==> src/rtl/fifo_arb_pkg.sv <==
// Shared types and the round-robin pick function for the fifo push arbiter.
// rr_pick works on a fixed 8-wide request vector; callers zero-extend.
package fifo_arb_pkg;

  typedef enum logic {
    IDLE  = 1'b0,
    BURST = 1'b1
  } arb_state_e;

  localparam int RR_MAX_REQ = 8;
  localparam int RR_IDX_W   = 3;

  // First set bit of valid, searching upward from last_owner+1 with wrap at nreq.
  function automatic logic [RR_IDX_W-1:0] rr_pick(
    input logic [RR_MAX_REQ-1:0] valid,
    input logic [RR_IDX_W-1:0]   last_owner,
    input int                    nreq
  );
    logic [RR_IDX_W-1:0] pick;
    logic [RR_IDX_W-1:0] idx3;
    logic                hit;
    int                  idx;
    pick = '0;
    hit  = 1'b0;
    for (int k = 1; k <= RR_MAX_REQ; k++) begin
      idx  = (int'(last_owner) + k) % nreq;
      idx3 = idx[RR_IDX_W-1:0];
      if (k <= nreq && !hit && valid[idx3]) begin
        pick = idx3;
        hit  = 1'b1;
      end
    end
    return pick;
  endfunction

endpackage

==> src/rtl/fifo_push_arb_rr_select.sv <==
// Combinational round-robin priority encoder: returns the first valid index
// after ptr (wrapping), plus a found flag. Zero latency, no flow control.
module rr_select
  import fifo_arb_pkg::*;
#(
  parameter int NREQ = 4,
  parameter int IDW  = $clog2(NREQ)
) (
  input  logic [NREQ-1:0] valid,
  input  logic [IDW-1:0]  ptr,
  output logic [IDW-1:0]  idx,
  output logic            found
);

  always_comb begin
    found = |valid;
    idx   = IDW'(rr_pick(RR_MAX_REQ'(valid), RR_IDX_W'(ptr), NREQ));
  end

endmodule

==> src/rtl/fifo_push_arb.sv <==
// Round-robin arbiter sharing one fifo push port among NREQ producers, bursts of up to MAX_BURST beats.
// One idle arbitration cycle per grant; fifo_full stalls the owner without revoking its grant.
module fifo_push_arb
  import fifo_arb_pkg::*;
#(
  parameter  int NREQ      = 4,
  parameter  int width     = 8,
  parameter  int MAX_BURST = 4,
  localparam int IDW       = $clog2(NREQ)
) (
  input  logic                  clk,
  input  logic                  rst,
  input  logic [NREQ-1:0]       req_valid,
  input  logic [NREQ-1:0]       req_last,
  input  logic [NREQ*width-1:0] req_data,
  output logic [NREQ-1:0]       req_ready,
  input  logic                  fifo_full,
  output logic                  fifo_push,
  output logic [width-1:0]      fifo_datain,
  output logic [IDW-1:0]        grant_id,
  output logic                  busy
);

  localparam int BCW = $clog2(MAX_BURST + 1);

  arb_state_e     state_q, state_d;
  logic [IDW-1:0] owner_q, owner_d;
  logic [IDW-1:0] last_owner_q, last_owner_d;
  logic [BCW-1:0] beat_cnt_q, beat_cnt_d;

  logic [IDW-1:0]   pick;
  logic             found;
  logic             own_vld;
  logic             own_last;
  logic [width-1:0] own_dat;
  logic [BCW-1:0]   beat_nxt;
  logic             end_burst;

  rr_select #(
    .NREQ (NREQ),
    .IDW  (IDW)
  ) u_rr_select (
    .valid (req_valid),
    .ptr   (last_owner_q),
    .idx   (pick),
    .found (found)
  );

  // Owner's lane, selected with constant indices so non-power-of-two NREQ stays in range.
  always_comb begin
    own_vld  = 1'b0;
    own_last = 1'b0;
    own_dat  = '0;
    for (int i = 0; i < NREQ; i++) begin
      if (owner_q == IDW'(i)) begin
        own_vld  = req_valid[i];
        own_last = req_last[i];
        own_dat  = req_data[i*width +: width];
      end
    end
  end

  always_comb begin
    busy        = (state_q == BURST);
    grant_id    = owner_q;
    req_ready   = '0;
    fifo_push   = 1'b0;
    fifo_datain = '0;
    if (state_q == BURST) begin
      for (int i = 0; i < NREQ; i++) begin
        if (owner_q == IDW'(i)) req_ready[i] = ~fifo_full;
      end
      fifo_push   = own_vld & ~fifo_full;
      fifo_datain = own_dat;
    end
  end

  always_comb begin
    state_d      = state_q;
    owner_d      = owner_q;
    last_owner_d = last_owner_q;
    beat_cnt_d   = beat_cnt_q;
    beat_nxt     = beat_cnt_q + BCW'(1);
    end_burst    = 1'b0;
    case (state_q)
      IDLE: begin
        if (found) begin
          owner_d    = pick;
          beat_cnt_d = '0;
          state_d    = BURST;
        end
      end
      BURST: begin
        // A stalled owner (fifo_full) neither counts nor loses the grant.
        if (fifo_push) begin
          beat_cnt_d = beat_nxt;
          if (own_last || beat_nxt == BCW'(MAX_BURST)) end_burst = 1'b1;
        end else if (!own_vld && !fifo_full) begin
          end_burst = 1'b1;
        end
        if (end_burst) begin
          state_d      = IDLE;
          last_owner_d = owner_q;
        end
      end
      default: state_d = IDLE;
    endcase
  end

  always_ff @(posedge clk or negedge rst) begin
    if (!rst) begin
      state_q      <= IDLE;
      owner_q      <= '0;
      last_owner_q <= IDW'(NREQ - 1);
      beat_cnt_q   <= '0;
    end else begin
      state_q      <= state_d;
      owner_q      <= owner_d;
      last_owner_q <= last_owner_d;
      beat_cnt_q   <= beat_cnt_d;
    end
  end

endmodule

==> config.mk <==
export PLATFORM = sky130hd
export DESIGN_NAME = fifo_push_arb
export DESIGN_NICKNAME = d
export VERILOG_FILES = /design/src/rtl/fifo_arb_pkg.sv /design/src/rtl/fifo_push_arb_rr_select.sv /design/src/rtl/fifo_push_arb.sv
export SDC_FILE = /design/constraint.sdc
export NUM_CORES = 1
export LEC_CHECK = 0
export ABC_AREA = 1
export CAP_MARGIN = 30
export CORE_MARGIN = 8
export CORE_UTILIZATION = 41
export DETAILED_ROUTE_END_ITERATION = 8
export GPL_TIMING_DRIVEN = 0
export PLACE_DENSITY = 0.85
export SLEW_MARGIN = 20
export SYNTH_ARGS = -nofsm -noshare
export SYNTH_HDL_FRONTEND = slang
export SYNTH_SLANG_ARGS = --single-unit
==> constraint.sdc <==
create_clock -name clk -period 2.5 [get_ports clk]
set_clock_uncertainty 0.15 [all_clocks]
set_input_delay 0.75 -clock clk [delete_from_list [all_inputs] [get_ports clk]]
set_output_delay 0.75 -clock clk [all_outputs]
set_load 0.01 [all_outputs]
# Word-level counts from Yosys, hierarchy flattened
# Cells that the tools add are included.
totals:
  out_inout_bits: 16
  elab_cells: 89
  in_bits: 43
  regBits: 8
op_classes:
  eq_ne: 6
  n_reduce_logical: 19
  mux: 44
  addsub: 5
  n_bitwise: 7
  magnitude_cmp: 4
ops:
  columns: ["operator", "n"]
  rows:
  - ["$mux 8", 5]
  - ["$mux 1", 26]
  - ["$lt 3x4->1 const B", 4]
  - ["$bmux 1 s3", 4]
  - ["$mux 2", 4]
  - ["$reduce_or 2->1", 4]
  - ["$mux 3", 2]
  - ["$pmux 3 s2", 1]
  - ["$reduce_and 2->1", 3]
  - ["$logic_not 1->1", 5]
  - ["$add 2x1->2 const B", 2]
  - ["$add 2x2->2 const B", 2]
  - ["$and 1x1->1 const A", 4]
  - ["$eq 2x2->1 const B", 2]
  - ["$logic_and 1x1->1", 4]
  - ["$mux 4", 1]
  - ["$ne 2x2->1 const B", 2]
  - ["$reduce_or 4->1", 1]
  - ["$add 3x1->3 const B", 1]
  - ["$eq 3x3->1 const B", 1]
  - ["$eq 2x1->1 const B", 1]
  - ["$logic_not 2->1", 1]
  - ["$not 1->1", 2]
  - ["$pmux 1 s2", 1]
  - ["2 further kinds", 2]

# Longest topological paths before layout
# Gate-level depths: netlist (run 1).
logic_depth:
  ltp_word: 15
  mapped_depth: 11
  ltp_nobuf: 11

# Modules after synthesis
# From an unflattened synthesis (run 1), not the netlist that was laid out.
unflattened:
  cells_unflattened: 169
  hier_area_um2: 1022.2
by_module_without_submodules:
  columns: ["module", "cells_per_inst", "seq_area_each_um2", "n_inst", "area_each_um2"]
  rows:
  - ["fifo_push_arb", 119, 202.7, 1, 720.7]
  - ["rr_select", 50, 0.0, 1, 301.5]

# Worst setup path before layout (run 1)
# No wires, ideal clock.
synth_timing:
  path_kind: "input to output"
  start: "input fifo_full"
  end: "output req_ready[0]"
  path_buffers: 0
  path_stages: 3
  arrival_time_ps: 1280
  required_time_ps: 1600
  slack_ps: 320
  cell_sequence: "nor2_1 inv_1 nor2_1"
synth_between:
  elab_chain_cells: 3
synth_lines:
  columns: ["item", "line_no", "rtl"]
  rows:
  - ["start: declaration", "fifo_push_arb.sv:17", "input logic fifo_full,"]
  - ["$not 1->1", "fifo_push_arb.sv:71", "if (owner_q == IDW'(i)) req_ready[i] = ~fifo_full;"]
  - ["$mux 1", "fifo_push_arb.sv:71", null]
  - ["$mux 4", "fifo_push_arb.sv:69", "if (state_q == BURST) begin"]
  - ["end: declaration", "fifo_push_arb.sv:16", "output logic [NREQ-1:0] req_ready,"]
# No other way between the ends.

# Worst setup path after layout (run 1)
layout_timing:
  start: "register owner_q[1] (netlist: grant_id[1])"
  end: "output fifo_datain[1]"
layout_between:
  elab_chain_cells: 6
  elab_cells_between_ends: 9
  cone_classes: "eq/ne: 3; mux: 5; reduce/logical: 1"
layout_lines:
  columns: ["item", "line_no", "rtl"]
  rows:
  - ["start: declaration", "fifo_push_arb.sv:27", "logic [IDW-1:0] owner_q, owner_d;"]
  - ["start signal: assignment", "fifo_push_arb.sv:118", "owner_q <= owner_d;"]
  - ["$logic_not 2->1", "fifo_push_arb.sv:55", "if (owner_q == IDW'(i)) begin"]
  - ["$mux 8 (3 in series)", "fifo_push_arb.sv:55", null]
  - ["$mux 8 *", "fifo_push_arb.sv:55", null]
  - ["$mux 8 *", "fifo_push_arb.sv:69", null]
  - ["end: declaration", "fifo_push_arb.sv:19", "output logic [width-1:0] fifo_datain,"]
# Mark *: on every way between the ends. The rest lies on a longest branch, timed or not.

==> impl_metrics.py, run 1 <==
metrics = {
    "worst_setup_path": {
        "startpoint_type": "flop",
        "cp-end-kind": "output port",
        "r2r_cells": 9,
        "cpLargestDelayFamily": "flip-flops",
        "worstPathArrival_ns": 1.55,
        "setup.worst_path.class": "flop to output port",
        "slowest_delay_ns": 0.45,
        "cp_num_buf_inv": 3,
        "r2r_end": "busy$_DFF_PN0_",
        "worstSetupPathDepth": 6,
        "r2r_slack_ns": 0.68,
        "path_max_fanout": 10,
        "cpMaxStageDelayCell": "dfrtp_2",
        "r2r-start": "grant_id[1]$_DFFE_PN0P_",
        "crit_required_ns": 1.60,
        "cp_cell_sequence": "buf_4 -> nor2_4 -> inv_2 -> o221ai_2 -> a21oi_2 -> buf_2",
    },
    "timing": {
        "setup_viol": 0,
        "tns_ns": 0,
        "min_period_ns": 2.45,
        "finalCritPeriodShare": 0.980,
        "tightest_slew_ns": 0.397,
        "hold_viol": 0,
        "fmax_mhz": 408,
        "fin_ws_ns": 0.0497,
        "slew_violations": 0,
        "slew_headroom": 0.735,
    },
    "layout": {
        "regArea_um2": 204,
        "num-nets-final": 281,
        "drive_gt1_frac": 0.291,
        "antenna_cells": 0,
        "fin_area_um2": 1700,
        "layout_common_cells": "56 x nand2_1, 20 x dlygate4sd2_1, 18 x clkdlybuf4s50_1",
        "area_growth_pct": 71.1,
        "multi_input_area_um2": 764,
        "nFillCells": 228,
        "layout_commonest_cell": "nand2_1",
    },
    "floorplan": {
        "core_um2": 2390,
        "die_x_um": 65.3,
        "initial_utilization": 0.417,
        "fp-row-count": 18,
        "num_io_pins": 59,
        "dieHeight_um": 65.3,
        "die_area_um2": 4260,
    },
    "clocking": {
        "max-clock-path-buffers": 2,
        "cts_tree": "built",
        "clock_tree.root_cell": "clkbuf_4",
        "clock_latency_ns": 0.26,
        "cts.sinks": 8,
        "clk_pin_slew_worst_paths_ns": 0.05,
        "htreeDepth": 1,
        "cts-buffers-inserted": 3,
        "hold_buffers": 0,
    },
    "run": {
        "maxCapViolations": 0,
    },
    "placement": {
        "hpwlAfterDp_um": 2880,
        "pre_cts_ws_ns": -0.807,
        "placed_cell_area_um2": 1610,
        "gp_congestion": 0.870,
        "port_buffers": 58,
    },
    "power": {
        "p_leak_nw": 0.913,
        "vdd_ir_drop_max_v": 0.000884,
        "powerDensity_nw_per_um2": 1180,
    },
    "grt": {
        "grt_pass1_wl_um": 6010,
        "gr-usage-all-layers": 0.173,
        "grt_remaining_overflow": 0,
        "antenna_found_initial": 0,
        "grt_pass1_vias": 1236,
        "grt_max_degree": 11,
    },
    "hold_path": {
        "hp-class": "flop to flop",
        "min_to": "beat_cnt_q[0]$_DFFE_PN0P_",
        "hold_depth": 1,
        "hold_start": "beat_cnt_q[0]$_DFFE_PN0P_",
    },
    "logic_synthesis": {
        "synth_cells": 167,
        "syn_area_per_cell_um2": 5.96,
        "ys_types": 25,
        "yosysSeqAreaShare": 0.204,
        "synth_top_family_by_area": "simple AND/OR/NAND/NOR gates",
        "synth.cell_area_um2": 996,
        "synth_compound_area_frac": 0.175,
        "synthAdderAreaFrac": 0.0251,
        "synthesis.nets": 212,
        "yosys.area_share.simple": 0.492,
        "synth.ff_latch_count": 8,
        "yosys_warnings": 0,
        "muxShareOfSynthArea": 0,
        "synthXorXnorAreaFrac": 0.00879,
    },
    "drt": {
        "dr.first_iter.drc_count": 69,
        "vias": 1324,
        "postRouteAntennaNets": 0,
        "viasPerCell": 5.02,
        "wl_per_cell_um": 14.7,
        "dr.pass1.iters": 4,
        "wl_um": 3890,
        "drc": 0,
    },
    "outcome": {
        "outcome": "finished, final reports clean",
    },
}
-- logic make-up (layout without fill, tap and decap cells) --
kind of cell	after synthesis	in the layout
DFF	8	8
AOI/OAI and AO/OA	29	29
adders and majority gates	2	2
buffers and inverters	21	88
xor gates and xnor gates	1	1
and+or+nand+nor	106	106
-- worst reg2reg max path: stages (launching register included) --
cell and delay, ns:
dfrtp_2 0.43, buf_4 0.23, nand2_4 0.11, o21ai_1 0.13
nand2_1 0.11, buf_4 0.15, buf_4 0.12, nand3_2 0.07
nand2_1 0.09, o21a_1 0.12
-- flip-flops by register name, summed over array words and instances (netlist names) --
| signal | flops |
|---|---|
| grant_id | 2 |
| last_owner_q | 2 |
| beat_cnt_q | 3 |
| busy | 1 |
-- how the worst max path moves through the flow --
| stage | slack, ns | end | startpoint |
|---|---|---|---|
| 2_1_floorplan | 0.32 | req_ready[0] | fifo_full |
| 3_3_place_gp | -0.78 | fifo_push | req_valid[1] |
| 3_5_place_dp | -0.81 | fifo_push | req_valid[1] |
| 4_1_cts | 0.001 | fifo_datain[1] | req_data[1] |
| 5_1_grt | -0.009 | fifo_push | req_valid[2] |
| 6_report | 0.05 | fifo_datain[1] | grant_id[1]$_DFFE_PN0P_ |
-- metal layers --
metal / track usage / vias up / part of all wire
met5: 0 / - / 0
met4: 0.0381 / 0 / 0.014
met3: 0.0323 / 7 / 0.076
met2: 0.315 / 43 / 0.51
met1: 0.204 / 594 / 0.40
li1: - / 680 / -
-- synthesized netlist by cell type --
cell,instances,area (um2)
a21oi_1,6,30.0
buf_2,1,5.00
buf_4,2,15.0
buf_6,1,11.3
dfrtp_1,6,150
dfstp_2,2,52.6
ha_1,2,25.0
inv_1,11,41.3
inv_2,6,22.5
nand2_1,57,214
nand2_2,9,56.3
nand2_4,4,45.0
nand3_1,15,75.1
nand3_2,1,10.0
nand4_1,3,18.8
nor2_1,16,60.1
nor2_4,1,11.3
o211ai_1,2,15.0
o21a_1,1,7.51
o21ai_0,11,55.1
o21ai_1,4,20.0
o21ai_2,1,8.76
o21bai_2,1,11.3
o221ai_1,3,26.3
xor2_1,1,8.76
-- final cells by class --
class | instances | area share
multi-input combinational | 138 | 0.449
timing repair buffer | 65 | 0.338
sequential | 8 | 0.120
inverter | 17 | 0.0404
tap | 30 | 0.0220
buffer | 3 | 0.0176
clock buffer | 3 | 0.0132
-- per-stage QoR --
step,hold slack (ns),util,power (mW),instances
after floorplan,0.304,-,1.20,167
final,0.374,0.714,2.01,264
after global placement,0.358,0.676,1.73,255
after global routing,0.392,0.714,2.19,264
after detailed placement,0.364,0.676,1.76,255
after CTS,0.372,0.680,1.86,261
-- where the power goes --
part,internal [mW],switching (mW),leakage (nW),total [mW]
clock,0.0552,0.0479,0.0138,0.103
sequential,0.201,0.0713,0.0940,0.272
combinational,0.696,0.943,0.806,1.64
-- what timing repair did --
action	CTS	global route
gates resized for setup	99	22
setup endpoints to repair	13	10
setup buffers	3	4
endpoints found under the hold margin	0	0
pin swaps	25	11
(Power assumes the default switching activity.)
==> inputs of run 2 (changes only) <==
CORE_MARGIN = unset   (was 8)
SLEW_MARGIN = unset   (was 20)
==> run 2 against run 1 <==
- die area decreased by 38%
- critical path type is now input pin to output port
- core utilization increased by 1.8 points
- total power decreased by 4.2%
- highest routed layer unchanged
==> impl_metrics.py, run 2 (synthesis results as in run 1) <==
metrics = {
    "outcome": {
        "outcome": "finished, final reports clean",
    },
    "timing": {
        "slew_violations": 0,
        "setup_viol": 0,
        "tightest_slew_ns": 0.390,
        "hold_viol": 0,
        "hold_slack_ns": 0.374,
        "fmax_mhz": 405,
        "tns_ns": 0,
        "rsz0062_at_grt": "true",
        "slew_headroom": 0.740,
        "min_period_ns": 2.47,
        "finalCritPeriodShare": 0.989,
        "fin_ws_ns": 0.0281,
    },
    "layout": {
        "fin_area_um2": 1650,
        "largest_register": "beat_cnt_q",
        "largest_reg_flops": 3,
        "num-nets-final": 281,
        "fin_cells": 263,
        "antenna_cells": 0,
        "layout_common_cells": "57 x nand2_1, 23 x dlygate4sd2_1, 19 x clkdlybuf4s50_1",
        "layout_commonest_cell": "nand2_1",
        "multi_input_area_um2": 737,
        "area_growth_pct": 65.6,
        "regArea_um2": 204,
        "nFillCells": 194,
        "drive_gt1_frac": 0.272,
    },
    "worst_setup_path": {
        "startpoint_type": "input pin",
        "path_max_fanout": 1,
        "slowest_delay_ns": 0.45,
        "crit_required_ns": 1.60,
        "cp-end-kind": "output port",
        "cp_cell_sequence": "clkdlybuf4s50_1 -> nand2_1 -> a21oi_2 -> buf_2",
        "worstPathArrival_ns": 1.57,
        "setup.worst_path.class": "input pin to output port",
        "cpMaxStageDelayCell": "clkdlybuf4s50_1",
    },
    "clocking": {
        "htreeDepth": 1,
        "cts_tree": "built",
        "clk_pin_slew_worst_paths_ns": 0.06,
        "cts.sinks": 8,
        "clock_latency_ns": 0.26,
        "cts-buffers-inserted": 3,
        "max-clock-path-buffers": 2,
        "clock_tree.root_cell": "clkbuf_4",
        "hold_buffers": 0,
    },
    "drt": {
        "wl_um": 3640,
        "viasPerCell": 5.28,
        "dr.pass1.iters": 4,
        "dr_wl_met2_um": 1900,
        "wl_per_cell_um": 13.8,
        "vias": 1388,
        "top_layer_used": "met4",
        "met1_length_um": 1450,
        "dr_wl_met3_um": 218,
        "drc": 0,
        "postRouteAntennaNets": 0,
        "dr.first_iter.drc_count": 47,
    },
    "grt": {
        "grt_pass1_vias": 1264,
        "grt_pass1_wl_um": 5530,
        "antenna_found_initial": 0,
        "gr-usage-all-layers": 0.277,
        "grt_remaining_overflow": 0,
        "grt_max_degree": 11,
    },
    "power": {
        "p_clk_frac": 0.057,
        "power_frac_comb": 0.802,
        "swShare": 0.534,
        "sequentialPowerShare": 0.141,
        "p_leak_nw": 0.866,
        "switchingPower_mw": 1.03,
        "powerDensity_nw_per_um2": 1170,
        "internal_power_uw": 899,
        "vdd_ir_drop_max_v": 0.000936,
    },
    "placement": {
        "pre_cts_ws_ns": -0.817,
        "placed_cell_area_um2": 1610,
        "placed_cells": 253,
        "gp_congestion": 0.852,
        "hpwlAfterDp_um": 2660,
        "port_buffers": 58,
    },
    "floorplan": {
        "num_io_pins": 59,
        "die_area_um2": 2630,
        "dieHeight_um": 51.3,
        "fp-row-count": 17,
        "core_um2": 2250,
        "initial_utilization": 0.442,
        "die_x_um": 51.3,
    },
    "hold_path": {
        "hp-class": "flop to flop",
    },
    "run": {
        "maxCapViolations": 0,
    },
}
run 2: what timing repair did:
action                                  4_1_cts  5_1_grt
pin swaps                                    26        9
endpoints found under the setup margin       13       10
gates resized for setup                      97       12
buffers inserted                              4        3
run 2: final cells by class:
type / count / area share
multi-input combinational: 138 / 0.447
timing repair buffer: 65 / 0.330
sequential: 8 / 0.124
inverter: 17 / 0.0417
tap: 28 / 0.0212
buffer: 3 / 0.0205
clock buffer: 4 / 0.0159
run 2: layer usage:
layer | track usage | vias up
met5 | 0 | -
met4 | 0.0991 | 0
met3 | 0.0506 | 8
met2 | 0.537 | 62
met1 | 0.292 | 639
li1 | - | 679
run 2: final timing paths:
kind	cells past startpoint	endpoint	from	slack, ns
setup / recovery	4	fifo_datain[7]	req_data[31]	0.03
hold / removal	2	last_owner_q[1]$_DFFE_PN1P_	last_owner_q[1]$_DFFE_PN1P_	0.37
setup reg to reg	9	busy$_DFF_PN0_	grant_id[0]$_DFFE_PN0P_	0.83
hold reg to reg	2	last_owner_q[1]$_DFFE_PN1P_	last_owner_q[1]$_DFFE_PN1P_	0.37
max in group asynchronous	1	last_owner_q[0]$_DFFE_PN1P_	rst	1.26
min in group asynchronous	1	grant_id[0]$_DFFE_PN0P_	rst	0.63
run 2: power groups by stage:
stage                     registers [mW]  clock network (mW)  logic (mW)
final                              0.271               0.110        1.55
after global routing               0.278               0.118        1.69
after CTS                          0.272               0.111        1.47
after detailed placement           0.267                   0        1.48
after global placement             0.265                   0        1.43
after floorplan                    0.263                   0       0.939
run 2: metrics by stage:
step / utilization / power, mW
detailed placement: 0.715 / 1.75
finish: 0.731 / 1.93
floorplan: - / 1.20
CTS: 0.718 / 1.85
global route: 0.731 / 2.08
global placement: 0.715 / 1.70
run 2: worst max-delay path, delay by kind of cell:
kind | cells | cell delay (ns)
compound gates | 1 | 0.15
buf+inv | 2 | 0.60
simple gates | 1 | 0.07
